<file path="config.mk">
export PLATFORM = sky130hd
export DESIGN_NAME = z16_dmem_arbiter
export DESIGN_NICKNAME = d
export VERILOG_FILES = /design/src/rtl/z16_dmem_arbiter.sv
export SDC_FILE = /design/constraint.sdc
export NUM_CORES = 1
export LEC_CHECK = 0
export CAP_MARGIN = 30
export CORE_ASPECT_RATIO = 0.5
export CORE_MARGIN = 2
export CORE_UTILIZATION = 27
export DETAILED_ROUTE_END_ITERATION = 7
export PLACE_DENSITY = 0.82
export SETUP_SLACK_MARGIN = 0.05
export SYNTH_ARGS = -nofsm -noshare
export SYNTH_HDL_FRONTEND = slang
export SYNTH_SLANG_ARGS = --single-unit
</file>
<file path="constraint.sdc">
create_clock -name i_clk -period 2.2 [get_ports i_clk]
set_clock_uncertainty 0.05 [all_clocks]
set_input_delay 0.44 -clock i_clk [delete_from_list [all_inputs] [get_ports i_clk]]
set_output_delay 0.44 -clock i_clk [all_outputs]
set_load 0.02 [all_outputs]
</file>
<file path="src/rtl/z16_dmem_arbiter.sv">
// z16_dmem_arbiter
// Shares the single Z16 data-memory/MMIO port between the CPU load/store path
// and a debug/loader master. One access is granted per cycle. Grants are
// combinational from the registered priority state and the current requests,
// so an access completes in the cycle it is requested.
//
// The CPU is stalled while the debug master owns the port. A locked debug
// burst keeps debug priority across cycles. A wait counter bounds how long a
// requesting CPU can be denied: once it reaches MAX_WAIT, the CPU gets the
// port in any state.
module z16_dmem_arbiter #(
  parameter int AW       = 16,
  parameter int DW       = 16,
  parameter int MAX_WAIT = 8
) (
  input  logic          i_clk,
  input  logic          i_rst,
  // CPU load/store port
  input  logic          i_cpu_req,
  input  logic          i_cpu_wen,
  input  logic [AW-1:0] i_cpu_addr,
  input  logic [DW-1:0] i_cpu_wdata,
  output logic          o_cpu_gnt,
  output logic          o_cpu_stall,
  output logic [DW-1:0] o_cpu_rdata,
  // Debug / loader port
  input  logic          i_dbg_req,
  input  logic          i_dbg_wen,
  input  logic [AW-1:0] i_dbg_addr,
  input  logic [DW-1:0] i_dbg_wdata,
  input  logic          i_dbg_lock,
  output logic          o_dbg_gnt,
  output logic [DW-1:0] o_dbg_rdata,
  // Shared memory / MMIO port
  output logic [AW-1:0] o_mem_addr,
  output logic          o_mem_wen,
  output logic [DW-1:0] o_mem_wdata,
  input  logic [DW-1:0] i_mem_rdata,
  // Debug visibility
  output logic [1:0]    o_state
);

  localparam int WCW = $clog2(MAX_WAIT + 1);
  localparam logic [WCW-1:0] WAIT_MAX = WCW'(MAX_WAIT);

  typedef enum logic [1:0] {
    S_CPU_PRI  = 2'd0,  // CPU wins contention
    S_DBG_PRI  = 2'd1,  // debug wins contention
    S_DBG_LOCK = 2'd2   // debug burst in progress
  } state_t;

  state_t         state_q, state_d;
  logic [WCW-1:0] wait_q, wait_d;

  logic forced;
  logic cpu_gnt;
  logic dbg_gnt;

  // Register priority state and the CPU starvation counter.
  always_ff @(posedge i_clk) begin
    if (i_rst) begin
      state_q <= S_CPU_PRI;
      wait_q  <= '0;
    end else begin
      state_q <= state_d;
      wait_q  <= wait_d;
    end
  end

  // Decide who owns the port this cycle. A starved CPU overrides all states,
  // and nobody is granted while reset is held so no write can slip through.
  always_comb begin
    cpu_gnt = 1'b0;
    dbg_gnt = 1'b0;
    forced  = i_cpu_req && (wait_q == WAIT_MAX);
    if (!i_rst) begin
      if (forced) begin
        cpu_gnt = 1'b1;
      end else begin
        case (state_q)
          S_CPU_PRI: begin
            if (i_cpu_req)      cpu_gnt = 1'b1;
            else if (i_dbg_req) dbg_gnt = 1'b1;
          end
          default: begin
            // S_DBG_PRI and S_DBG_LOCK both favour debug; the lock state only
            // differs in how it persists across cycles.
            if (i_dbg_req)      dbg_gnt = 1'b1;
            else if (i_cpu_req) cpu_gnt = 1'b1;
          end
        endcase
      end
    end
  end

  // Next priority state and starvation count from this cycle's outcome.
  always_comb begin
    state_d = S_CPU_PRI;
    if (dbg_gnt) begin
      state_d = i_dbg_lock ? S_DBG_LOCK : S_CPU_PRI;
    end else if (cpu_gnt) begin
      // A forced CPU slot inside a burst does not break the lock.
      if (forced && (state_q == S_DBG_LOCK) && i_dbg_lock) state_d = S_DBG_LOCK;
      else if (i_dbg_req)                                  state_d = S_DBG_PRI;
      else                                                 state_d = S_CPU_PRI;
    end else begin
      // Lock survives idle gaps as long as the debug master keeps it raised.
      if ((state_q == S_DBG_LOCK) && i_dbg_lock) state_d = S_DBG_LOCK;
    end

    wait_d = '0;
    if (i_cpu_req && !cpu_gnt) begin
      wait_d = (wait_q == WAIT_MAX) ? wait_q : wait_q + WCW'(1);
    end
  end

  // Steer the granted master onto the memory port; idle port is all zeros.
  always_comb begin
    o_mem_addr  = '0;
    o_mem_wen   = 1'b0;
    o_mem_wdata = '0;
    if (cpu_gnt) begin
      o_mem_addr  = i_cpu_addr;
      o_mem_wen   = i_cpu_wen;
      o_mem_wdata = i_cpu_wdata;
    end else if (dbg_gnt) begin
      o_mem_addr  = i_dbg_addr;
      o_mem_wen   = i_dbg_wen;
      o_mem_wdata = i_dbg_wdata;
    end
  end

  assign o_cpu_gnt   = cpu_gnt;
  assign o_dbg_gnt   = dbg_gnt;
  assign o_cpu_stall = i_cpu_req && !cpu_gnt;
  assign o_cpu_rdata = i_mem_rdata;
  assign o_dbg_rdata = i_mem_rdata;
  assign o_state     = state_q;

endmodule

</file>
== Word-level counts from Yosys, hierarchy flattened ==
Index checks and enable logic that the tools add are counted.

* Input port bits: 87
* Word-level logic and storage cells: 36
* Flip-flop bits (word level): 6

* Equal/unequal tests: 2
* Add/sub/neg operators: 1
* Reductions and logical operators: 8
* Bitwise operators: 1
* Muxes and demuxes: 22

{| class="wikitable"
|+ Operators by type and width
! kind !! number
|-
| 16-bit 2-to-1 mux || 4
|-
| 1-bit 2-to-1 mux || 13
|-
| 2-bit 2-to-1 mux || 5
|-
| 1-bit logical AND || 5
|-
| 4-bit by 1-bit adder with 4-bit output (second input constant) || 1
|-
| 4-bit == test (second input constant) || 1
|-
| 2-bit == test (second input constant) || 1
|-
| 2-bit zero test || 1
|-
| 2-bit OR reduction || 1
|-
| 1-bit zero test || 1
|-
| 1-bit inverter || 1
|}

== Logic depth before layout (Yosys ltp) ==
Gate-level depths: netlist (run 1).

* Depth after elaboration: 9
* Gate-level depth with buffers: 6
* Gate-level depth less buffers: 5

== Worst setup path before layout (run 1) ==
Ideal clock, no wire load.

* Path type: reg-to-output
* From: reg wait_q[0]
* To: out o_mem_addr[0]
* Slack: 128 ps
* Arrival: 1582 ps
* Data required time: 1710 ps
* Stages on the path, launching flop included: 7
* Cell sequence: dfxtp_1 > inv_1 > ha_1 > and3b_2 > o21ai_4 > buf_6 > o32ai_1

* Cells in the longest elaborated chain, start to end: 6
* Elaborated cells between the ends (all ways): 8
* Those cells by class: eq/ne (1); mux (6); reduce/logical (1)

{| class="wikitable"
|+ RTL lines
! item !! RTL line !! text
|-
| from (decl) || 53 || <nowiki>logic [WCW-1:0] wait_q, wait_d;</nowiki>
|-
| from (signal assigned) || 66 || <nowiki>wait_q <= wait_d;</nowiki>
|-
| 4-bit == test (*) || 75 || <nowiki>forced = i_cpu_req && (wait_q == WAIT_MAX);</nowiki>
|-
| 1-bit logical AND (*) || 75 ||
|-
| 1-bit 2-to-1 mux || 77 || <nowiki>if (forced) begin</nowiki>
|-
| 1-bit 2-to-1 mux || 76 || <nowiki>if (!i_rst) begin</nowiki>
|-
| 16-bit 2-to-1 mux || 126 || <nowiki>end else if (dbg_gnt) begin</nowiki>
|-
| 16-bit 2-to-1 mux (*) || 122 || <nowiki>if (cpu_gnt) begin</nowiki>
|-
| to (decl) || 35 || <nowiki>output logic [AW-1:0] o_mem_addr,</nowiki>
|}

Every way passes the cells marked *; elsewhere a longest branch is shown, timed or not.

== Final worst setup path (run 1) ==
* From: reg wait_q[0]
* To: out o_mem_wdata[8]

* Cells in the longest elaborated chain, start to end: 6
* Elaborated cells between the ends (all ways): 8
* Those cells by class: eq/ne (1); mux (6); reduce/logical (1)

{| class="wikitable"
|+ RTL lines
! item !! RTL line !! text
|-
| 4-bit == test (*) || 75 ||
|-
| 1-bit logical AND (*) || 75 ||
|-
| 1-bit 2-to-1 mux || 77 ||
|-
| 1-bit 2-to-1 mux || 76 ||
|-
| 16-bit 2-to-1 mux || 126 ||
|-
| 16-bit 2-to-1 mux (*) || 122 ||
|-
| to (decl) || 37 || <nowiki>output logic [DW-1:0] o_mem_wdata,</nowiki>
|}

Marks and branches as above.

==> results of run 1 <==
## how the worst min path moves through the flow
| stage | start | end | slack [ns] | cells after the start |
|---|---|---|---|---|
| 2_1_floorplan | wait_q[0] | wait_q[0] | 0.38 | 1 |
| 3_3_place_gp | wait_q[0] | wait_q[0] | 0.45 | 2 |
| 3_5_place_dp | wait_q[0] | wait_q[0] | 0.46 | 2 |
| 4_1_cts | wait_q[0] | wait_q[0] | 0.46 | 2 |
| 5_1_grt | wait_q[0] | wait_q[0] | 0.47 | 2 |
| 6_report | wait_q[0] | wait_q[0] | 0.46 | 2 |
## cells by family after synthesis
group / count (synthesis) / share of synthesized area
buffers and inverters: 84 / 0.369
AND/OR/NAND/NOR: 48 / 0.219
AO/OA/AOI/OAI: 42 / 0.287
flip-flops: 6 / 0.0920
XOR/XNOR: 2 / 0.0134
adder cells (fa/ha/maj): 2 / 0.0192
## per-stage QoR
| step | TNS (ns) | cells | hold WS [ns] | cell area (µm²) | utilization |
|---|---|---|---|---|---|
| floorplan | 0 | 184 | 0.380 | 1310 | - |
| global placement | -25.80 | 328 | 0.450 | 2280 | 0.504 |
| detailed placement | -28.03 | 328 | 0.463 | 2280 | 0.504 |
| CTS | -0.324 | 345 | 0.462 | 2720 | 0.600 |
| global route | -3.74 | 346 | 0.471 | 2910 | 0.643 |
| finish | -2.55 | 346 | 0.461 | 2910 | 0.643 |
## power groups by stage
| stage | registers, mW | clock network [mW] | logic [mW] |
|---|---|---|---|
| after detailed placement | 0.114 | 0 | 0.442 |
| after floorplan | 0.116 | 0 | 0.276 |
| after global placement | 0.114 | 0 | 0.433 |
| after global routing | 0.113 | 0.189 | 0.643 |
| final | 0.113 | 0.179 | 0.623 |
| after CTS | 0.113 | 0.168 | 0.535 |
## sequential cells by signal, summed over array words and instances, names as in the netlist
register and cells:
o_state 2, wait_q 4
## per-layer routing
metal | up-vias | part of all wire | track usage
li1 | 789 | - | -
met2 | 99 | 0.52 | 0.407
met4 | 0 | 0.057 | 0.151
met3 | 44 | 0.068 | 0.0423
met5 | - | 0 | 0
met1 | 906 | 0.36 | 0.253
## cells in the mapped netlist, drive strengths merged
master / number
and3b: 1
a2bb2oi: 1
a31oi: 1
o32ai: 33
ha: 2
o21ai: 5
xor2: 1
or2: 1
nand3b: 3
clkbuf: 7
nand3: 1
buf: 39
dfxtp: 6
inv: 38
or3: 1
a21oi: 1
nor2: 8
a221oi: 1
xnor2: 1
nand2b: 33
## worst max-delay path, delay by kind of cell, from the launching register on
family	cells	cell delay (ns)
simple gates	1	0.27
fa+ha+maj	1	0.13
compound gates	2	0.36
buf+inv	4	0.56
flops	1	0.31
## final cells by class
cell class	count	area, µm²	area share
Clock buffer	3	41.3	0.0142
Sequential cell	6	123	0.0421
Inverter	38	143	0.0490
Tap cell	66	82.6	0.0284
Timing Repair Buffer	138	1390	0.476
Multi-Input combinational cell	95	1140	0.390
## repair_timing
action,in CTS,in global routing
gates resized for setup,261,31
setup buffers,10,1
cloned,4,0
setup endpoints to repair,36,35
pin swaps,18,7
==> run metrics, run 1 <==
root buf cell=clkbuf_8; Rows=17; Die Footprint=5440 µm²; number of global-route vias before repair=1776; crit start category=register; share of layout cells above drive strength 1=0.411; DRT antenna net count=0; R2R Path End=o_state[1]; WP data arrival=1.86 ns; power per cell area=314 nW/µm²; clock network power share=0.196; input/output buffers=108; final setup vio count=34; GRT Total Usage=0.228; hold_buf cts=0; leakage power=1.20 nW; Die X=102 µm; core area=4530 µm²; Die Y=53.2 µm; critical path class=reg -> out; period utilization=1.07; CTS buffer count=3; Vias/cell=5.31; Worst-Margin Slew=0.270 ns; Synth-to-Final Area Change=123%; R2R Setup Slk=0.69 ns; largest net degree at the start of global routing=41; vias=1838; fin crit period=2.35 ns; WL per Instance=20.9 µm; Synth cell types=24; Netlist Area Pre-Place=1310 µm²; # nets final=371; clk buf depth=2; CTS clk-pin slew, worst paths=0.03 ns; area leader, netlist=o32ai_1; Sw Pwr=0.352 mW; switching part of the total=0.385; post-DP HPWL=3610 µm; synth top area cells=o32ai_1 22%, buf_4 18%, nand2b_1 16%, inv_1 11%, dfxtp_1 9.2%; Crit. Startpoint=wait_q[0]; number of fill cells=306; max-cap violation count=0; Max Clk Rate=0.426 GHz; worst-path maximum fanout=10; RR Startpoint=wait_q[0]; Post-Route WL=7240 µm; first-pass GRT wire length=9330 µm; clk_lat worst skew=0.24 ns; cells along the critical path=inv_2 > ha_4 > and3b_2 > o21ai_4 > buf_6 > buf_16 > o32ai_2 > buf_4; final hold vios=0; Yosys warning count=0; syn avg cell area=7.10 µm²; unrepaired setup endpoints after global routing=yes; DP Worst Slack=-0.846 ns; 1st-iter DRT viols=110; Critical Path Sink=o_mem_wdata[8]; commonest non-fill, non-tap cells in the layout=69 x clkdlybuf4s50_1, 38 x buf_4, 36 x inv_1, 33 x nand2b_1, 21 x o32ai_2; Setup WS post-layout=-0.147 ns; Worst slew margin=0.819; internal power=0.563 mW; initial antenna violation count=0; H-tree depth=1; Initial Util=0.288; diodes inserted=0; Hold WC Path Type=reg -> reg; Critical Path Sink Type=primary output; top cell type's share of synthesized area=0.221; number of synthesized register bits=6; register area share after synthesis=0.0920; commonest non-fill, non-tap cell in the layout=clkdlybuf4s50_1; total power=0.915 mW; CTS tree=done; # DRC=0; sequential power share=0.123; Post-Syn Nets=273; combinational share of power=0.681; First-pass DRT Iterations=4; Post-Syn Instances=184; total gr overflow=0; clk sink count=6; failing checks=negative setup slack; RD Place Congestion=0.799; max incr delay on CP=0.31 ns; CP max stage cell=dfxtp_2; reg2reg path depth=7; IO Pins=157; status=finished, violations left; Slew Limit Fails=0; CP required=1.71 ns; Max IR drop VDD=0.156 mV
Power figures use the tool's default switching activity.
==> inputs of run 2 (changes only) <==
CTS_CLUSTER_DIAMETER = 150   (was default)
==> results of run 2 <==
Same layout as run 1: the final DEF is identical, and so are final timing and power.
